[config.mk]
export PLATFORM = sky130hd
export DESIGN_NAME = mem_port_arbiter
export DESIGN_NICKNAME = d
export VERILOG_FILES = /design/src/rtl/mem_port_arbiter.sv
export SDC_FILE = /design/constraint.sdc
export NUM_CORES = 1
export LEC_CHECK = 0
export CORE_MARGIN = 4
export CORE_UTILIZATION = 32
export CTS_CLUSTER_DIAMETER = 50
export DETAILED_ROUTE_END_ITERATION = 6
export GPL_TIMING_DRIVEN = 1
export PLACE_DENSITY = 0.78
export SLEW_MARGIN = 10
export SYNTH_ARGS = -nofsm -noshare
export SYNTH_HDL_FRONTEND = slang
export SYNTH_SLANG_ARGS = --single-unit
[constraint.sdc]
create_clock -name clk -period 2.2 [get_ports clk]
set_clock_uncertainty 0.2 [all_clocks]
set_input_delay 0.44 -clock clk [delete_from_list [all_inputs] [get_ports clk]]
set_output_delay 0.44 -clock clk [all_outputs]
set_load 0.02 [all_outputs]
[src/rtl/mem_port_arbiter.sv]
// Purpose: arbitrates one single-port 2^AW x 32 memory between a fetch port and a data port.
// Latency: grants are combinational; read data / write ack return with rvalid one cycle after grant.
// Backpressure: no buffering; a requester holds req stable until gnt, data wins ties until fetch has waited STARVE_MAX grants.
module mem_port_arbiter #(
    parameter int AW         = 9,
    parameter int STARVE_MAX = 4
) (
    input  logic          clk,
    input  logic          rst,
    // fetch side
    input  logic          i_req,
    input  logic [31:0]   i_addr,
    output logic          i_gnt,
    output logic          i_rvalid,
    output logic [31:0]   i_rdata,
    // data side
    input  logic          d_req,
    input  logic          d_we,
    input  logic [31:0]   d_addr,
    input  logic [31:0]   d_wdata,
    output logic          d_gnt,
    output logic          d_rvalid,
    output logic [31:0]   d_rdata,
    output logic          d_err,
    // memory side
    output logic [AW-1:0] mem_addr,
    output logic          mem_we,
    output logic [31:0]   mem_wdata,
    input  logic [31:0]   mem_rdata
);

    localparam int              SW        = (STARVE_MAX < 1) ? 1 : $clog2(STARVE_MAX + 1);
    localparam logic [SW-1:0]   STARVE_LIM = SW'(STARVE_MAX);

    logic [SW-1:0] starve_cnt;
    logic          fetch_win;
    logic          d_oor;
    logic          unused_i_addr_hi;

    // Upper fetch address bits are deliberately ignored: fetch addresses wrap silently.
    assign unused_i_addr_hi = ^i_addr[31:AW];

    // Any nonzero bit above the memory depth makes a data access out of range.
    assign d_oor = |d_addr[31:AW];

    // Fetch wins when it is alone, or when data has already been granted STARVE_MAX times in a row over it.
    assign fetch_win = i_req && (!d_req || (starve_cnt == STARVE_LIM));

    // Grant and memory-port steering; everything is gated off while reset is held low.
    always_comb begin
        i_gnt     = rst && fetch_win;
        d_gnt     = rst && d_req && !fetch_win;
        mem_addr  = i_gnt ? i_addr[AW-1:0] : d_addr[AW-1:0];
        mem_wdata = d_wdata;
        mem_we    = d_gnt && d_we && !d_oor;
    end

    // Starvation counter: counts data grants that beat a waiting fetch, saturating at the limit.
    always_ff @(posedge clk) begin
        if (!rst) begin
            starve_cnt <= '0;
        end else if (d_gnt && i_req) begin
            if (starve_cnt != STARVE_LIM) begin
                starve_cnt <= starve_cnt + 1'b1;
            end
        end else begin
            starve_cnt <= '0;
        end
    end

    // Fetch response: one-cycle rvalid pulse, rdata captured at the grant edge and held otherwise.
    always_ff @(posedge clk) begin
        if (!rst) begin
            i_rvalid <= 1'b0;
            i_rdata  <= '0;
        end else begin
            i_rvalid <= i_gnt;
            if (i_gnt) begin
                i_rdata <= mem_rdata;
            end
        end
    end

    // Data response: reads return memory, writes and out-of-range accesses return zero, err flags out-of-range.
    always_ff @(posedge clk) begin
        if (!rst) begin
            d_rvalid <= 1'b0;
            d_rdata  <= '0;
            d_err    <= 1'b0;
        end else begin
            d_rvalid <= d_gnt;
            d_err    <= d_gnt && d_oor;
            if (d_gnt) begin
                d_rdata <= (d_we || d_oor) ? 32'h0 : mem_rdata;
            end
        end
    end

endmodule

Word-level counts from Yosys, hierarchy flattened
Cells that the tools add are included.

Output and inout port bits: 111. Word-level logic and storage cells: 26. Flip-flop bits (word level): 70.

Equality and inequality tests: 2. Add/sub/neg operators: 1. Reductions and logical operators: 15. Multiplexer cells: 2.

Operator list (number): $mux 32 (1); $reduce_or 23->1 (1); $mux 9 (1); $logic_and 1x1->1 (8); $add 3x1->3 const B (1); $eq 3x3->1 const B (1); $logic_not 1->1 (3); $ne 3x3->1 const B (1); $logic_or 1x1->1 (2); $reduce_and 2->1 (1).

Logic depth before layout (Yosys ltp)
Gate-level depths: netlist (run 1).

Depth after elaboration: 7. Mapped depth: 7. Gate-level depth less buffers: 5.

Least setup slack after synthesis (run 1)
Ideal clock, no wire load.

Path type: input to output. Start point: in d_addr[27]. End point: out mem_we. Arrival time: 1.639 ns. Required time: 1.560 ns. Stages on the path: 4. Slack: -0.079 ns. Cells stage by stage: nor4_2 > nand4_2 > buf_6 > nor3_1.

Longest elaborated chain between the ends: 3.

Ends and longest elaborated chain: start, declared (line 19) `input logic [31:0] d_addr,`; $reduce_or 23->1 (line 44) `assign d_oor = |d_addr[31:AW];`; $logic_not 1->1 (line 55) `mem_we = d_gnt && d_we && !d_oor;`; $logic_and 1x1->1 (line 55); end, declared (line 27) `output logic mem_we,`.

No other way between the ends.

Worst setup path after layout (run 1)
Start point: reg starve_cnt[1]. End point: out mem_addr[3].

Longest elaborated chain between the ends: 5.

Ends and longest elaborated chain: start, declared (line 35) `logic [SW-1:0] starve_cnt;`; start signal, assigned (line 64) `starve_cnt <= starve_cnt + 1'b1;`; $eq 3x3->1 (line 47) `assign fetch_win = i_req && (!d_req || (starve_cnt == STARVE_LIM));`; $logic_or 1x1->1 (line 47); $logic_and 1x1->1 (line 47); $logic_and 1x1->1 (line 51) `i_gnt = rst && fetch_win;`; $mux 9 (line 53) `mem_addr = i_gnt ? i_addr[AW-1:0] : d_addr[AW-1:0];`; end, declared (line 26) `output logic [AW-1:0] mem_addr,`.

No other way between the ends.

==> results by group, run 1 <==
Run status
  • Status: finished with violations
  • Failing checks: setup timing

Clock tree
  • Clk sink count: 70
  • CTS tree: built
  • H-tree Lvls: 3
  • Worst skew pair latency: 0.35 ns
  • Clock slew at reported path FFs: 0.08 ns
  • Num CTS Buffers: 9
  • CTS root buffer: clkbuf_8
  • Worst-case clock buffer depth: 2

Pwr
  • Clock power share: 38.2%
  • Total power: 2.97 mW
  • Psw: ~760 uW
  • Combinational power share: 17.6%
  • Reg power frac: 44.2%
  • Sw Share: around a quarter
  • Power per cell area: 559 nW/um2
  • Cell Int Power: ~2.2 mW
  • Worst vdd ir: 0.246 mV
  • Leakage power: approximately 1.9 nW

Floorplanning
  • Chip width: 112 um
  • Die Y-Extent: 112 um
  • Starting density of the core: between 30% and 40%
  • Core Area: about 10,000 um2
  • Rows: 37
  • I/O Pins: between 200 and 250
  • Die area: 12,400 um2

Setup path
  • Setup slack, reg-to-reg: 0.37 ns
  • CP startpoint kind: flip-flop
  • Setup CP Type: reg2out
  • Critical path arrival: 1.80 ns
  • Reg2Reg Depth: 7
  • Reg2reg end: d_rdata[12]$_SDFFE_PN0P_
  • Worst path required time: 1.56 ns
  • CP Capture Type: primary output
  • Worst-path cell chain: inv_2, ha_4, a21bo_4, nand3_4, buf_8, mux2_4, buf_6
  • CP Max Fanout: 6
  • Worst r2r src: starve_cnt[1]$_SDFFE_PN0N_
  • CP peak stage delay: 0.34 ns
  • Crit-path slowest cell: dfxtp_2

Global routing
  • Global-route wire length before repair: between 20 and 25 mm
  • Initial antenna violation count: 1
  • Total grt overflow: 0
  • Pin count of the biggest net entering global routing: 35
  • Vias in the first global route: 3,769
  • Total track usage: roughly a fifth

STA
  • Setup violators final: 12
  • Slew headroom: 73.6%
  • Fin crit share: 111%
  • Least-Margin Pin Slew: between 0.3 and 0.4 ns
  • Slew Limit Fails: 0
  • Post-route setup slack: -0.235 ns
  • Final Hold Fails: 0
  • Hold_ws: 0.279 ns
  • FMAX: 411 MHz
  • RSZ-0062 raised after global routing: true
  • Tmin final: 2.44 ns

Place
  • GPL Wtd Cong: 0.807
  • Place WS: -0.802 ns
  • PortBufs: 156
  • Post-DP HPWL: 8.79 mm
  • Placed cell areas: 4910 um2

Min path
  • Hold wc startpoint: i_rdata[9]$_SDFFE_PN0N_
  • Hold Path Stages: 2
  • Hold Path Class: reg2reg
  • Hold endpoint: i_rdata[9]$_SDFFE_PN0N_

Logic synthesis
  • Sequential area share after synthesis: 40.9%
  • Async S/R FF share, synth: 0%
  • Synth warn: 0
  • Netlist Area Pre-Place: 3430 um2
  • Synthesized instance count: 384
  • Syn_area_per_cell: 8.93 um2
  • Flops & latches, synth: 70
  • Synth Net Count: 519
  • Synth cell types: 28
  • Ys flop type: dfxtp_1
  • EDFF count, synth: 0

Flow run
  • Max-Cap Viols: 0

Final layout
  • Multi-input gate area: 1680 um2
  • Highest-count cells in the layout ignoring fill and taps: 124 x clkdlybuf4s50_1, 68 x dfxtp_1, 33 x nand3_1
  • Layout area overhead: 54.8%
  • Nets@finish: about 640
  • Most common library cell in the layout ignoring fill and taps: clkdlybuf4s50_1
  • Layout cells sized above 1: 16.6%
  • Fillers: 947
  • Design Area, Final: 5310 um2
  • Register area: 1400 um2

Detailed routing
  • DR WL/cell: a little under 20 um
  • DRC viols: 0
  • Post-route ant nets: 0
  • Vias: 3,507
  • DRT iter0 DRCs: between 200 and 250
  • Vias per cell: 5.45
  • Detailed Route WL: ~13 mm
  • Drt pass-1 iters: 4
==> stage by stage <==
step / util [%] / setup TNS (ns) / cells
global route: 51.2 / -2.99 / 644
floorplan: - / -0.261 / 384
detailed placement: 47.4 / -10.51 / 622
finish: 51.2 / -2.09 / 644
CTS: 51.1 / -2.82 / 644
global placement: 47.4 / -8.67 / 622
==> synthesized netlist by cell type, types with 2 or more instances <==
cell type | instances | area, um2
nand3_1 | 36 | 180
ha_1 | 2 | 25.0
nor3_1 | 4 | 20.0
buf_4 | 33 | 248
buf_1 | 4 | 15.0
dfxtp_1 | 70 | 1400
buf_6 | 4 | 45.0
a21oi_1 | 32 | 160
mux2_2 | 9 | 101
nor2_1 | 3 | 11.3
inv_1 | 6 | 22.5
o21ai_0 | 32 | 160
clkbuf_1 | 27 | 101
clkinv_1 | 2 | 7.51
nor4_2 | 3 | 37.5
nor4_1 | 3 | 18.8
o211ai_1 | 32 | 240
nand2_1 | 2 | 7.51
buf_2 | 9 | 45.0
nand4b_1 | 32 | 280
o31ai_1 | 32 | 240
==> worst max path at each step <==
stage,slack (ns),cells past startpoint,end,startpoint
2_1_floorplan,-0.03,7,mem_addr[0],starve_cnt[0]$_SDFFE_PN0N_
3_3_place_gp,-0.77,6,mem_addr[6],d_req
3_5_place_dp,-0.80,6,mem_addr[2],d_req
4_1_cts,-0.31,8,mem_addr[2],starve_cnt[1]$_SDFFE_PN0N_
5_1_grt,-0.32,7,mem_addr[0],starve_cnt[1]$_SDFFE_PN0N_
6_report,-0.24,7,mem_addr[3],starve_cnt[1]$_SDFFE_PN0N_
==> registers in the layout, indices dropped and copies added (netlist names) <==
name        cells
i_rdata        32
d_err           1
d_rdata        32
i_rvalid        1
d_rvalid        1
starve_cnt      3
==> worst max-delay path, delay by kind of cell (launching register included) <==
kind                     cells  cell delay (ns)
flip-flops                   1             0.34
buffers and inverters        3             0.31
multiplexers                 1             0.31
AO/OA/AOI/OAI                1             0.22
adder cells (fa/ha/maj)      1             0.15
AND/OR/NAND/NOR              1             0.10
==> logic make-up after synthesis <==
family | count (synthesis) | share of synthesized area (%)
buffers and inverters | 85 | 14.1
adders and majority gates | 2 | 0.730
AOI/OAI and AO/OA | 131 | 24.1
muxes | 10 | 3.25
and+or+nand+nor | 86 | 16.9
DFF | 70 | 40.9
==> cell type report <==
type	count	share of cell area (%)
repair buffers	184	34.0
flip-flops and latches	70	26.5
clock inverters	6	1.63
clock buffers	10	2.41
inverters	8	0.566
multi-input cells	229	31.7
well taps	136	3.21
diodes	1	0.0472
==> power groups by stage <==
stage | clock network [mW] | logic, mW | registers [mW]
6_report | 1.13 | 0.523 | 1.31
4_1_cts | 1.16 | 0.523 | 1.31
5_1_grt | 1.21 | 0.556 | 1.32
3_3_place_gp | 0 | 0.490 | 1.34
2_1_floorplan | 0 | 0.249 | 1.37
3_5_place_dp | 0 | 0.499 | 1.34
==> layer usage <==
layer	routed length, um	share of wire [%]	vias to the layer above	global-route usage (%)
met4	304	2.4	0	8.60
met1	5180	41	1671	23.2
met2	6190	49	155	33.3
li1	-	-	1642	-
met5	0	0	-	0
met3	990	7.8	39	5.98
==> repair_timing <==
action,CTS,global route
setup buffers,5,1
gates cloned,1,0
setup endpoints to repair,12,12
hold buffers,0,0
gates resized for setup,119,9
pin swaps,11,2
(Power assumes the default switching activity.)
==> inputs of run 2 (changes only) <==
Settings changed: GPL_TIMING_DRIVEN 1 to 0.
==> run 2 against run 1 <==
  * The run still ends with setup timing left
  * Wire length is 3.9% higher
  * First-iteration DRC count grew 8.0%
  * Worst hold slack got worse by 0.0076 ns
  * Maximum frequency shrank 0.61%
  * Sequential share of layout area decreased by 2.7 points
  * Largest cell class unchanged
  * Critical path depth is the same
  * Setup slack got worse by 0.015 ns
==> results by group, run 2 (synthesized netlist as in run 1, its figures left out) <==
Run status
  • Status: finished with violations
  • Failing checks: setup timing

Final layout
  • Design Area, Final: 5910 um2 (+11%)
  • Highest-count cells in the layout ignoring fill and taps: 161 x clkdlybuf4s50_1, 68 x dfxtp_1, 43 x buf_4, 35 x nand3_1
  • Layout area overhead: 72.3%
  • Nets@finish: 726 (+14%)
  • Most common library cell in the layout ignoring fill and taps: clkdlybuf4s50_1
  • Final core utilization: 57.0% (+5.8 points)
  • Layout cells sized above 1: 19.1% (+2.6 points)
  • Largest registers: d_rdata (32), i_rdata (32), starve_cnt (3)

Clock tree
  • Num CTS Buffers: 9 (unchanged)
  • Worst skew pair latency: 0.34 ns (about the same)
  • H-tree Lvls: 3 (unchanged)
  • Worst-case clock buffer depth: 2 (unchanged)
  • Clock slew at reported path FFs: 0.08 ns (about the same)
  • CTS tree: built
  • Clk sink count: 70 (unchanged)
  • CTS Hold Bufs: 0 (unchanged)
  • CTS root buffer: clkbuf_8

Global routing
  • Total grt overflow: 0 (unchanged)
  • Global-route wire length before repair: 20.9 mm (+3.9%)
  • Vias in the first global route: 4,075 (+8.1%)
  • Total track usage: 20.5% (+0.73 points)
  • Initial antenna violation count: 1 (unchanged)
  • Pin count of the biggest net entering global routing: 13 (-63%)

Detailed routing
  • Vias: 3,883 (+11%)
  • DRT iter0 DRCs: 244 (+8.0%)
  • DRC viols: 0 (unchanged)
  • Detailed Route WL: 13.2 mm (+3.9%)
  • Post-route ant nets: 0 (unchanged)
  • DR WL/cell: 18.0 um (-8.7%)
  • Drt pass-1 iters: 5 (+1)
  • Vias per cell: 5.30 (-2.7%)

Setup path
  • CP Capture Type: primary output
  • CP Max Fanout: 5 (-1)
  • Setup CP Type: reg2out
  • Critical path arrival: 1.81 ns (about the same)
  • Worst path required time: 1.56 ns (about the same)
  • CP startpoint kind: flip-flop

STA
  • Final Hold Fails: 0 (unchanged)
  • Slew Limit Fails: 0 (unchanged)
  • Post-route setup slack: -0.250 ns (-0.0149 ns)
  • FMAX: 408 MHz (-0.61%)
  • Setup violators final: 12 (unchanged)
  • Tmin final: 2.45 ns (+0.0149 ns)
  • Fin crit share: 111% (+0.68 points)
  • Hold_ws: 0.272 ns (-0.00761 ns)
  • RSZ-0062 raised after global routing: true
  • Slew headroom: 64.9% (-8.7 points)
  • Least-Margin Pin Slew: 0.527 ns (+0.130 ns)

Place
  • GPL Wtd Cong: 0.839 (+3.9%)
  • Place WS: -1.00 ns (-0.201 ns)
  • Placed cell areas: 5470 um2 (+11%)
  • PortBufs: 186 (+19%)
  • Post-DP HPWL: 9.82 mm (+12%)

Floorplanning
  • Starting density of the core: 33.1% (unchanged)
  • I/O Pins: 244 (unchanged)
  • Core Area: 10,400 um2 (unchanged)
  • Rows: 37 (unchanged)
  • Chip width: 112 um (unchanged)
  • Die Y-Extent: 112 um (unchanged)
  • Die area: 12,400 um2 (unchanged)

Pwr
  • Worst vdd ir: 0.328 mV (+34%)
  • Total power: 3.25 mW (+9.7%)
  • Power per cell area: 551 nW/um2 (-1.5%)
  • Leakage power: 2.14 nW (+15%)

Flow run
  • Max-Cap Viols: 0 (unchanged)

Min path
  • Hold Path Class: in2reg
==> run 2: changes by cell type in the layout (fill, tap and decap cells not counted), moves of 2 or more <==
| cell | previous run | this run |
|---|---|---|
| buf_1 | 0 | 4 |
| buf_12 | 2 | 0 |
| buf_2 | 0 | 8 |
| buf_4 | 23 | 43 |
| buf_6 | 14 | 17 |
| clkbuf_1 | 1 | 23 |
| clkbuf_2 | 0 | 2 |
| clkbuf_8 | 9 | 12 |
| clkdlybuf4s50_1 | 124 | 161 |
| dlygate4sd2_1 | 20 | 13 |
| nand3_1 | 33 | 35 |
| nand3_4 | 3 | 1 |
==> run 2: per-stage QoR <==
step,instances,TNS (ns)
after floorplan,384,-0.261
after global placement,706,-17.03
after detailed placement,706,-20.65
after CTS,733,-2.37
after global routing,733,-3.22
final,733,-2.36
==> run 2: final cells by class <==
type / count / area, um2
clock buffer: 10 / 138
buffer: 75 / 464
multi-input combinational: 229 / 1640
sequential: 70 / 1400
inverter: 8 / 30.0
antenna: 1 / 2.50
fill: 913 / 4460
clock inverter: 6 / 109
tap: 136 / 170
timing repair buffer: 198 / 1950
==> run 2: power by group <==
group          switching (mW)  internal [mW]  total, mW  leakage, nW
registers              0.0144           1.30       1.31        0.569
logic                   0.305          0.349      0.654         1.45
clock network           0.507          0.783       1.29        0.126
==> run 2: worst paths after layout <==
check,from,end,slack (ns),depth (start not counted)
worst min-delay path,i_req,i_rdata[31]$_SDFFE_PN0N_,0.27,3
worst max register to register,starve_cnt[1]$_SDFFE_PN0N_,i_rdata[5]$_SDFFE_PN0N_,0.16,7
worst max-delay path,starve_cnt[1]$_SDFFE_PN0N_,mem_addr[1],-0.25,7
worst min register to register,i_rdata[18]$_SDFFE_PN0N_,i_rdata[18]$_SDFFE_PN0N_,0.28,2
==> run 2: timing repair <==
| item | CTS | global route |
|---|---|---|
| cloned | 1 | 0 |
| buffers inserted | 11 | 0 |
| setup endpoints to repair | 32 | 19 |
| gates resized for setup | 116 | 5 |
| pin swaps | 10 | 2 |
==> run 2: metal layers <==
layer / vias to the layer above / GRT usage [%] / share of wire (%)
li1: 1815 / - / -
met1: 1848 / 24.1 / 40
met2: 194 / 35.1 / 49
met3: 26 / 6.47 / 9.0
met4: 0 / 7.14 / 2.1
met5: - / 0 / 0
==> run 2: critical path, stage by stage, from the launching register on <==
cell and delay [ns]:
dfxtp_2 0.34, inv_2 0.05, ha_4 0.16, a21bo_4 0.23, nand3_4 0.11, buf_6 0.14, mux2_4 0.31, buf_6 0.13
